**src/rtl/axil_pkg.sv**
```systemverilog
// Shared AXI4-Lite types and protection-bit indices.
package axil_pkg;

   localparam int AXI_PROT_W = 3;

   typedef logic [AXI_PROT_W-1:0] axil_prot_t;

   localparam int PROT_PRIV  = 0;
   localparam int PROT_NSEC  = 1;
   localparam int PROT_INSTR = 2;

   // A beat is misaligned for a 32-bit register file when either low address bit is set.
   function automatic logic addr_misaligned(input logic [1:0] addr_lsb);
      return (addr_lsb != 2'b00);
   endfunction

endpackage

```
**src/rtl/axil_sync_fifo.sv**
```systemverilog
// Generic single-clock FIFO; pop data is combinational from the head slot, 1-cycle write-to-read.
// Pushes when full and pops when empty are dropped; occupancy drives full/empty.
module axil_sync_fifo #(
   parameter int WIDTH = 36,
   parameter int DEPTH = 4
) (
   input  logic                       ACLK,
   input  logic                       ARESETn,
   input  logic                       push,
   input  logic [WIDTH-1:0]           push_dat,
   input  logic                       pop,
   output logic [WIDTH-1:0]           pop_dat,
   output logic                       full,
   output logic                       empty,
   output logic [$clog2(DEPTH):0]     count,
   output logic [$clog2(DEPTH):0]     count_next
);

   localparam int PW = $clog2(DEPTH);
   localparam int CW = PW + 1;

   logic [WIDTH-1:0] mem [DEPTH];
   logic [PW-1:0]    wr_ptr;
   logic [PW-1:0]    rd_ptr;
   logic             do_push;
   logic             do_pop;

   assign full    = (count == CW'(DEPTH));
   assign empty   = (count == '0);
   assign do_push = push && !full;
   assign do_pop  = pop && !empty;
   assign pop_dat = mem[rd_ptr];

   always_comb begin
      count_next = count;
      case ({do_push, do_pop})
         2'b10:   count_next = count + 1'b1;
         2'b01:   count_next = count - 1'b1;
         default: count_next = count;
      endcase
   end

   // DEPTH is a power of two, so pointer overflow is the modulo wrap.
   always_ff @(posedge ACLK) begin
      if (!ARESETn) begin
         wr_ptr <= '0;
         rd_ptr <= '0;
         count  <= '0;
         for (int i = 0; i < DEPTH; i++) begin
            mem[i] <= '0;
         end
      end else begin
         if (do_push) begin
            mem[wr_ptr] <= push_dat;
            wr_ptr      <= wr_ptr + 1'b1;
         end
         if (do_pop) begin
            rd_ptr <= rd_ptr + 1'b1;
         end
         count <= count_next;
      end
   end

endmodule

```
**src/rtl/axil_aw_channel_fifo.sv**
```systemverilog
// AXI4-Lite AW channel buffer; accepted beats reach o_awvalid one cycle later.
// AWREADY is registered !full, so space freed by a pop is offered on the following cycle.
module axil_aw_channel_fifo
   import axil_pkg::*;
#(
   parameter int ADDR_W      = 32,
   parameter int DEPTH       = 4,
   parameter int ALIGN_CHECK = 1
) (
   input  logic                    ACLK,
   input  logic                    ARESETn,
   input  logic                    AWVALID,
   output logic                    AWREADY,
   input  logic [ADDR_W-1:0]       AWADDR,
   input  axil_prot_t              AWPROT,
   output logic                    o_awvalid,
   input  logic                    i_awready,
   output logic [ADDR_W-1:0]       o_awaddr,
   output axil_prot_t              o_awprot,
   output logic                    o_misalign,
   output logic [$clog2(DEPTH):0]  o_count
);

   localparam int CW = $clog2(DEPTH) + 1;
   localparam int FW = ADDR_W + AXI_PROT_W + 1;

   logic          awready_q;
   logic          misalign_in;
   logic          push;
   logic          pop;
   logic          fifo_full;
   logic          fifo_empty;
   logic [FW-1:0] head_dat;
   logic [CW-1:0] count_next;

   assign misalign_in = (ALIGN_CHECK != 0) && addr_misaligned(AWADDR[1:0]);
   assign push        = AWVALID && awready_q && !fifo_full;
   assign pop         = o_awvalid && i_awready;

   assign AWREADY   = awready_q;
   assign o_awvalid = !fifo_empty;
   assign {o_awaddr, o_awprot, o_misalign} = head_dat;

   axil_sync_fifo #(
      .WIDTH (FW),
      .DEPTH (DEPTH)
   ) u_fifo (
      .ACLK       (ACLK),
      .ARESETn    (ARESETn),
      .push       (push),
      .push_dat   ({AWADDR, AWPROT, misalign_in}),
      .pop        (pop),
      .pop_dat    (head_dat),
      .full       (fifo_full),
      .empty      (fifo_empty),
      .count      (o_count),
      .count_next (count_next)
   );

   // Ready looks at next-cycle occupancy so it never depends on AWVALID in the same cycle.
   always_ff @(posedge ACLK) begin
      if (!ARESETn) begin
         awready_q <= 1'b0;
      end else begin
         awready_q <= (count_next < CW'(DEPTH));
      end
   end

endmodule
```
**config.mk**
```make
export PLATFORM = sky130hd
export DESIGN_NAME = axil_aw_channel_fifo
export DESIGN_NICKNAME = d
export VERILOG_FILES = /design/src/rtl/axil_pkg.sv /design/src/rtl/axil_sync_fifo.sv /design/src/rtl/axil_aw_channel_fifo.sv
export SDC_FILE = /design/constraint.sdc
export NUM_CORES = 1
export LEC_CHECK = 0
export CAP_MARGIN = 25
export CORE_MARGIN = 5
export CORE_UTILIZATION = 30
export CTS_CLUSTER_DIAMETER = 100
export CTS_CLUSTER_SIZE = 40
export DETAILED_ROUTE_END_ITERATION = 12
export GPL_ROUTABILITY_DRIVEN = 0
export PLACE_DENSITY = 0.45
export SLEW_MARGIN = 20
export SYNTH_ARGS = -nofsm -noshare
export SYNTH_HDL_FRONTEND = slang
export SYNTH_SLANG_ARGS = --single-unit
```
**constraint.sdc**
```tcl
create_clock -name ACLK -period 6.4 [get_ports ACLK]
set_clock_uncertainty 0.05 [all_clocks]
set_input_delay 1.6 -clock ACLK [delete_from_list [all_inputs] [get_ports ACLK]]
set_output_delay 1.6 -clock ACLK [all_outputs]
set_load 0.01 [all_outputs]
```
Word-level counts from Yosys, hierarchy flattened --
Memory sizes are Yosys's and may differ from the RTL's. A register that Yosys moved wholly into a read port is not among the register bits. Cells that the tools add are included.
Storage, ports and cells: output and inout bits 41, bits in writable memories 144, word-level logic and storage cells 33, memories 1, flip-flop bits (word level) 8
Operators by class: add/subtract/negate cells 4, multiplexer cells 10, magnitude comparators 1, reductions and logical operators 10, equal/unequal tests 3
Memory list:
- u_fifo.mem | words 4, width 36, read ports 1, clocked after Yosys merged registers in 1, wr ports 4, RTL line axil_sync_fifo.sv:22 | logic [WIDTH-1:0] mem [DEPTH];
Operators with widths (count):
- 36-bit two-way mux | 1
- 36-bit OR reduction | 1
- 2-bit two-way mux | 3
- 3-bit one-hot mux with 2 select lines | 1
- 1-bit logical AND | 5
- 1-bit two-way mux | 5
- 2-bit by 1-bit adder with 2-bit output, second input constant | 2
- 3-bit by 1-bit adder with 3-bit output, second input constant | 1
- 3-bit equality test, second input constant | 1
- 3-bit zero test | 1
- 3-bit < comparator, second input constant | 1
- 3-bit by 1-bit subtractor with 3-bit output, second input constant | 1
- 2-bit by 1-bit equality test with 1-bit output, second input constant | 1
- 2-bit equality test, second input constant | 1
- 1-bit zero test | 2
- 2-bit nonzero test | 1

Depth between registers and ports, before layout --
Gate-level depths: netlist of run 1.
word-level depth 9, gate-level depth with buffers 7, mapped depth without buffers 7

Modules after synthesis --
Synthesis of run 1 repeated with hierarchy kept, for this count alone.
Unflattened totals: cells, all modules 406, area, all modules 6792.8 µm²
By module, submodules not included:
- axil_sync_fifo | sequential area each 4504.3 µm², area each 6741.5 µm², times used 1, cells an instance 400
- axil_aw_channel_fifo | sequential area each 20.0 µm², area each 51.3 µm², times used 1, cells an instance 6

Worst setup path before layout of run 1 --
Ideal clock, no wire load.
path type in2reg, start point in AWVALID, end point mem u_fifo.mem[0][0] (enable), path slack 1168 ps, arrival time 4698 ps, stages on the path 3, cell sequence and2_0 -> nand2_1 -> o31ai_1
RTL lines:
- start, declared | RTL line axil_aw_channel_fifo.sv:12 | input logic AWVALID,
- end, declared | RTL line axil_sync_fifo.sv:22

==> impl_metrics.yaml, run 1 <==
status:
  outcome: "finished, final reports clean"
worst_setup_path:
  crit_slowest_cell: "dfxtp_4"
  critPathMaxFanout: 36
  cp_top_family: "flip-flops"
  slowest_delay_ns: 0.89
  cp-end-kind: "output pin"
  path_cells: "mux4_2 > clkdlybuf4s50_1"
  required_ns: 4.75
  critical_path_arrival_ns: 2.49
  crit_type: "reg2out"
  critPathLaunchType: "flop"
  path_buf_inv: 1
sta:
  finalHoldViolCount: 0
  min_period_ns: 4.14
  tightest_slew_ns: 0.819
  fin_crit_sh: 0.647
  tns_ns: 0
  fmax_mhz: 242
  slew_viol_final: 0
  whs_ns: 0.527
  relSlewSlack: 0.454
  grt_setup_unrepaired: "no"
  setup_viol: 0
grt:
  grt_pass1_vias: 4166
  grt_pass1_wl_mm: 25.0
  track_usage: 0.131
  grt_max_degree: 144
  overflow: 0
  antenna_found_initial: 1
routing:
  ant_nets: 0
  viasPerCell: 4.80
  avgRoutedWirePerCell_um: 20.8
  wl_met2_mm: 7.87
  drc_errors: 0
  drt_iter0_drc: 269
  drtPass1Iterations: 4
  routed_wl_mm: 16.1
  route.vias.total: 3718
  wl_met1_mm: 7.13
  highest_layer: "met5"
  wl_met3_um: 915
finish:
  final_area_sq_um: 8410
  final_cell_mix: "edfxtp_1, and3_1, clkdlybuf4s50_1"
  fin_cells: 774
  n_antenna_cell: 0
  drive_gt1_frac: 0.164
  fill_cells: 2047
  finalNetCount: 522
  mostFrequentLayoutCell: "edfxtp_1"
  regArea_sq_um: 4530
  multi_input_area_sq_um: 2060
  area_delta_synth_final_pct: 24.8
placement:
  post_dp_cell_area_sq_um: 7760
  dp.cells: 738
  portBuffers: 79
  dp_hpwl_mm: 8.34
synth:
  synthFlopType: "edfxtp_1"
  ys_ff_latch: 154
  syn_inst: 411
  synth.avg_cell_area_sq_um: 16.4
  syn_nets: 452
  seq_area_frac_synth: 0.672
  synth_area_sq_um: 6740
  synth_cell_types: 29
  yosys_warnings: 0
  async_flop_share: 0
  synth_edf_count: 144
cts:
  cts_made_buffers: 17
  clk_pin_slew_ns: 0.06
  cts-resized-gates: 0
  cts_root_buf: "clkbuf_16"
  postCtsSetupBuffers: 0
  cts.sink_count: 154
  cts_hold_buf: 0
  htreeDepth: 4
  clockBufferDepth: 2
  clock_latency_ns: 0.42
  cts_tree: "yes"
die:
  dieArea_sq_um: 25600
  io_pins: 80
  die_y_um: 160
  start_util: 0.307
  dieWidth_um: 160
  core_sq_um: 22000
  num_rows: 54
power:
  irDropWorstVdd_mv: 0.209
  pwr_density_cell_nw_per_um2: 366
  power.leakage_nw: 3.26
  power.total_mw: 3.08
min_path:
  hp-class: "reg2reg"
job:
  max-cap-violations: 0
==> power by group <==
part	internal [mW]	switching, mW	total (mW)
registers	1.23	0.130	1.36
clock network	0.527	0.401	0.928
logic	0.459	0.336	0.795
==> worst min-delay path: cells and delay by family (launching register included) <==
family	cells	cell delay, ns
DFF	1	0.36
muxes	1	0.07
and+or+nand+nor	1	0.10
==> final timing paths <==
path	from	endpoint	slack [ns]	depth (start not counted)
max	flop	o_awaddr[29]	2.26	2
min reg2reg	flop	AWREADY$_SDFF_PN0_	0.53	2
max reg2reg	u_fifo.wr_ptr[1]$_SDFFE_PN0P_	u_fifo.mem[2][31]$_SDFFCE_PN0P_	3.58	5
min	flop	AWREADY$_SDFF_PN0_	0.53	2
==> flip-flops by register name, summed over array words and instances (netlist names), named ones only <==
signal	cells
u_fifo.mem	144
AWREADY	1
u_fifo.rd_ptr	2
u_fifo.count	2
u_fifo.wr_ptr	2
==> Yosys cell counts, types with 2 or more instances <==
cell type | instances | area (sq um)
mux4_2 | 36 | 811
buf_6 | 9 | 101
mux2i_1 | 4 | 40.0
nand2b_1 | 2 | 12.5
and3_1 | 106 | 663
xnor2_1 | 4 | 35.0
nand2_1 | 6 | 22.5
edfxtp_1 | 144 | 4320
clkbuf_1 | 22 | 82.6
nand4_1 | 2 | 12.5
nor2_1 | 4 | 15.0
and2_1 | 37 | 231
buf_2 | 4 | 20.0
nor2b_1 | 6 | 37.5
dfxtp_1 | 10 | 200
o21ai_0 | 2 | 10.0
==> final cells by class <==
| cell class | count | share of cell area |
|---|---|---|
| well taps | 280 | 0.0417 |
| clock inverters | 14 | 0.0128 |
| repair buffers | 86 | 0.110 |
| clock buffers | 18 | 0.0510 |
| flip-flops and latches | 154 | 0.539 |
| inverters | 1 | 0.000446 |
| multi-input cells | 221 | 0.245 |
==> through the flow <==
stage                util  setup slack, ns
global placement    0.353             2.20
detailed placement  0.353             2.20
floorplan               -             1.17
global route        0.383             2.09
finish              0.383             2.26
CTS                 0.378             2.16
==> logic make-up after synthesis <==
kind of cell / Yosys count / share of synthesized area
and+or+nand+nor: 170 / 0.156
adders and majority gates: 2 / 0.00483
AOI/OAI and AO/OA: 5 / 0.00520
xor gates and xnor gates: 4 / 0.00520
DFF: 154 / 0.672
buffers and inverters: 36 / 0.0308
muxes: 40 / 0.126
==> per-layer routing <==
layer	vias to the layer above	track usage
met2	95	0.215
met5	-	0
met4	2	0.0383
met3	21	0.0451
met1	1855	0.165
li1	1745	-
Power figures use the tool's default switching activity.
==> run 2: changes to the inputs <==
==> constraint.sdc (replaced) <==
create_clock -name ACLK -period 4.3 [get_ports ACLK]
set_clock_uncertainty 0.05 [all_clocks]
set_input_delay 1.075 -clock ACLK [delete_from_list [all_inputs] [get_ports ACLK]]
set_output_delay 1.075 -clock ACLK [all_outputs]
set_load 0.01 [all_outputs]
==> run 2 against run 1 <==
Count of clock-buffer cells in the layout down 1; cell count up 1.0%; utilization up 0.29 points; critical endpoint is now o_awprot[1]; flip-flop and latch count unchanged; highest routed layer unchanged; sequential share of layout area down 0.44 points; clock power up 65%; largest cell class unchanged; combinational power up 58%.
==> impl_metrics.yaml, run 2 (same netlist as run 1, synthesis figures left out) <==
worst_setup_path:
  critPathLaunchType: "flop"
  crit_type: "reg2out"
  rrSetupSlack_ns: 1.81
  r2r_cells: 5
  crit_slowest_cell: "dfxtp_4"
  critPathMaxFanout: 20
  path_cells: "buf_4 > mux4_2 > clkdlybuf4s50_1"
  cp-end-kind: "output pin"
  required_ns: 3.17
  critical_path_arrival_ns: 2.42
  worst_r2r_endpoint: "u_fifo.mem[2][3]$_SDFFCE_PN0P_"
  timing.rr.start: "u_fifo.wr_ptr[1]$_SDFFE_PN0P_"
  slowest_delay_ns: 0.63
finish:
  drive_gt1_frac: 0.187
  postLayoutCoreUtil: 0.386
  n_antenna_cell: 0
  final_cell_mix: "edfxtp_1, and3_1, clkdlybuf4s50_1"
  mostFrequentLayoutCell: "edfxtp_1"
  regMostFlops: "u_fifo.mem"
  largest_reg_flops: 144
  area_delta_synth_final_pct: 25.8
  finalNetCount: 530
  fin_cells: 782
min_path:
  hold_depth: 2
  hp-class: "reg2reg"
placement:
  dp.cells: 750
  portBuffers: 79
  dp_hpwl_mm: 9.33
  pre_cts_ws_ns: 0.875
grt:
  overflow: 0
  track_usage: 0.131
  grt_pass1_vias: 4178
  antenna_found_initial: 1
  grt_max_degree: 57
  grt_pass1_wl_mm: 25.4
cts:
  cts_made_buffers: 17
  postCtsSetupBuffers: 0
  clk_pin_slew_ns: 0.06
  clockBufferDepth: 2
  htreeDepth: 4
  cts-resized-gates: 0
  cts_root_buf: "clkbuf_16"
  clock_latency_ns: 0.42
  cts_tree: "yes"
  cts_hold_buf: 0
  cts.sink_count: 154
sta:
  tightest_slew_ns: 0.984
  relSlewSlack: 0.343
  slew_viol_final: 0
  min_period_ns: 3.55
  setup_viol: 0
  grt_setup_unrepaired: "no"
  finalHoldViolCount: 0
  fin_crit_sh: 0.824
  tns_ns: 0
  whs_ns: 0.533
  fin_ws_ns: 0.755
  fmax_mhz: 282
status:
  outcome: "finished, final reports clean"
power:
  irDropWorstVdd_mv: 0.266
  power.leakage_nw: 3.31
  pwr_density_cell_nw_per_um2: 559
die:
  core_sq_um: 22000
  dieWidth_um: 160
  dieArea_sq_um: 25600
  die_y_um: 160
  start_util: 0.307
  num_rows: 54
  io_pins: 80
routing:
  routed_wl_mm: 16.2
  drtPass1Iterations: 4
  drc_errors: 0
  drt_iter0_drc: 233
  ant_nets: 0
  route.vias.total: 3831
  avgRoutedWirePerCell_um: 20.8
  viasPerCell: 4.90
job:
  max-cap-violations: 0
[run 2: changes by cell type in the layout (fill, tap and decap cells not counted), moves of 2 or more]
| cell | before | now |
|---|---|---|
| clkinv_4 | 2 | 4 |
| bufinv_16 | 1 | 3 |
| buf_12 | 0 | 2 |
| buf_4 | 3 | 13 |
| buf_16 | 4 | 0 |
| clkinv_1 | 4 | 0 |
[run 2: layout make-up]
| class | count | area [sq um] |
|---|---|---|
| fillers | 2022 | 13500 |
| well taps | 280 | 350 |
| repair buffers | 94 | 928 |
| flip-flops and latches | 154 | 4530 |
| multi-input cells | 221 | 2060 |
| clock inverters | 15 | 178 |
| inverters | 1 | 3.75 |
| clock buffers | 17 | 425 |
[run 2: critical path, delay by kind of cell (launching register included)]
kind / cells / cell delay [ns]
mux: 1 / 0.55
flops: 1 / 0.63
buf+inv: 2 / 0.81
[run 2: worst max path at each step]
| stage | startpoint | end | slack [ns] | depth (start not counted) |
|---|---|---|---|---|
| final | flop | o_awprot[1] | 0.75 | 3 |
| after global routing | flop | o_awprot[1] | 0.59 | 3 |
| after CTS | flop | o_awprot[1] | 0.65 | 3 |
| after detailed placement | ARESETn | u_fifo.mem[0][11]$_SDFFCE_PN0P_ | 0.87 | 4 |
| after global placement | ARESETn | u_fifo.mem[0][11]$_SDFFCE_PN0P_ | 0.95 | 4 |
| after floorplan | AWVALID | u_fifo.mem[2][0]$_SDFFCE_PN0P_ | 0.69 | 3 |
[run 2: power by group]
part / switching, mW / internal [mW]
Sequential: 0.123 / 1.82
Combinational: 0.577 / 0.681
Clock: 0.616 / 0.912
[run 2: per-stage QoR]
step                      power, mW  instance area [sq um]
after CTS                      4.81                   8470
after detailed placement       3.28                   7870
after global routing           4.97                   8470
final                          4.73                   8470
after floorplan                2.64                   6740
after global placement         3.27                   7870
[run 2: routing by layer]
layer,GRT usage,share of wire,up-vias
li1,-,-,1756
met1,0.172,0.46,1958
met2,0.212,0.48,99
met3,0.0433,0.054,16
met4,0.0332,0.0097,2
met5,0,0.0012,-
==> edit (flow settings as in run 1) <==
The parameter `ADDR_W` goes from 32 to 28.
--- a/src/rtl/axil_aw_channel_fifo.sv
+++ b/src/rtl/axil_aw_channel_fifo.sv
@@ -3,7 +3,7 @@
 module axil_aw_channel_fifo
    import axil_pkg::*;
 #(
-   parameter int ADDR_W      = 32,
+   parameter int ADDR_W      = 28,
    parameter int DEPTH       = 4,
    parameter int ALIGN_CHECK = 1
 ) (
Ports: changed (resized AWADDR and o_awaddr); port bits go from 80 to 72. No check against the original RTL was run, so the function may have changed too.
==> edit against run 1 <==
Global-route usage decreased by 0.60 points. Routed wire length decreased by 14%. Count of clock-buffer cells in the layout decreased by 1. Setup slack got worse by 0.25 ns. Synthesized area decreased by 9.8%. Final area decreased by 7.8%. Sequential cell count decreased by 16. Via count decreased by 9.5%. Power decreased by 2.8%. Final cell count decreased by 7.1%. Die area decreased by 9.2%. Critical path type unchanged. Highest routed layer is now met4.
==> edit: results <==
{
  "crit_arrival_ns": 2.74,
  "synth_edf_count": 128,
  "synth_fp_nets": 408,
  "drive_above_1_share": 0.225,
  "grt_pass1_wl_um": 22100,
  "drt-wirelength-per-cell_um": 19.3,
  "path_max_fanout": 17,
  "nNetsFinal": 473,
  "io_buffers": 71,
  "antenna_found_initial": 0,
  "vdd_drop_max_mv": 0.232,
  "top_register": "u_fifo.mem",
  "grt_max_degree": 128,
  "synth_commonest_cells": "edfxtp_1, and3_1, mux4_2",
  "dp_hpwl_um": 7760,
  "cp-start-kind": "flip-flop",
  "first_pass_iters": 4,
  "reg2reg_slack_ns": 3.57,
  "routed_via_density": 4.68,
  "largest_reg_flops": 128,
  "ff2ff_path_depth": 4,
  "p_int_uw": 2200,
  "synth_cell_types": 31,
  "status": "complete, no violations",
  "yosysSeqAreaShare": 0.666,
  "p_leak_uw": 0.00303,
  "grt_pass1_vias": 3665,
  "max_slew_margin": 0.369,
  "netlist_top_cells_area": "edfxtp_1, mux4_2, and3_1",
  "track_usage": 0.125,
  "fillers": 1855
}
[edit: cells by family (layout without fill, tap and decap cells)]
family	count (synthesis)	count (layout)	share of synthesized area
multiplexers	36	36	0.125
XOR/XNOR	4	4	0.00577
flip-flops	138	138	0.666
buffers and inverters	32	110	0.0266
AO/OA/AOI/OAI	5	5	0.00577
AND/OR/NAND/NOR	154	154	0.166
adder cells (fa/ha/maj)	2	2	0.00536
[edit: layout make-up]
class / instances / share of cell area
Timing Repair Buffer: 77 / 0.102
Sequential cell: 138 / 0.522
Clock buffer: 17 / 0.0549
Multi-Input combinational cell: 201 / 0.248
Clock inverter: 15 / 0.0286
Inverter: 1 / 0.000484
Tap cell: 270 / 0.0436
[edit: critical path, cell delays in order, from the launching register on]
cell and delay [ns]:
dfxtp_2 0.76, buf_4 0.47, mux4_2 0.59, clkdlybuf4s50_1 0.50
[edit: power by group through the flow]
stage          registers, uW  logic (uW)  clock network (uW)
6_report                1180         736                1070
3_5_place_dp            1210         754                   0
2_1_floorplan           1150         448                   0
4_1_cts                 1190         757                1100
5_1_grt                 1200         794                1140
3_3_place_gp            1210         751                   0
[edit: stage by stage]
stage / hold slack, ns / worst slack, ns / cells / total power, uW / area, um2
after detailed placement: 0.505 / 2.19 / 686 / 1960 / 7080
after floorplan: 0.433 / 1.47 / 371 / 1600 / 6070
after global routing: 0.552 / 1.81 / 719 / 3140 / 7750
final: 0.515 / 2.01 / 719 / 2990 / 7750
after CTS: 0.521 / 1.89 / 718 / 3050 / 7730
after global placement: 0.500 / 2.29 / 684 / 1960 / 7040
[edit: metal layers]
metal	vias to the layer above	part of all wire	global-route usage
li1	1575	-	-
met1	1705	0.44	0.157
met2	69	0.51	0.209
met3	14	0.040	0.0335
met4	0	0.012	0.0449
met5	-	0	0
[edit: worst max path at each step]
stage | to | slack (ns) | depth (start not counted)
finish | o_awaddr[21] | 2.01 | 3
global route | o_awaddr[16] | 1.81 | 3
CTS | o_awaddr[16] | 1.89 | 3
detailed placement | u_fifo.mem[2][0] | 2.19 | 3
global placement | u_fifo.mem[2][0] | 2.29 | 3
floorplan | u_fifo.mem[0][0] | 1.47 | 3
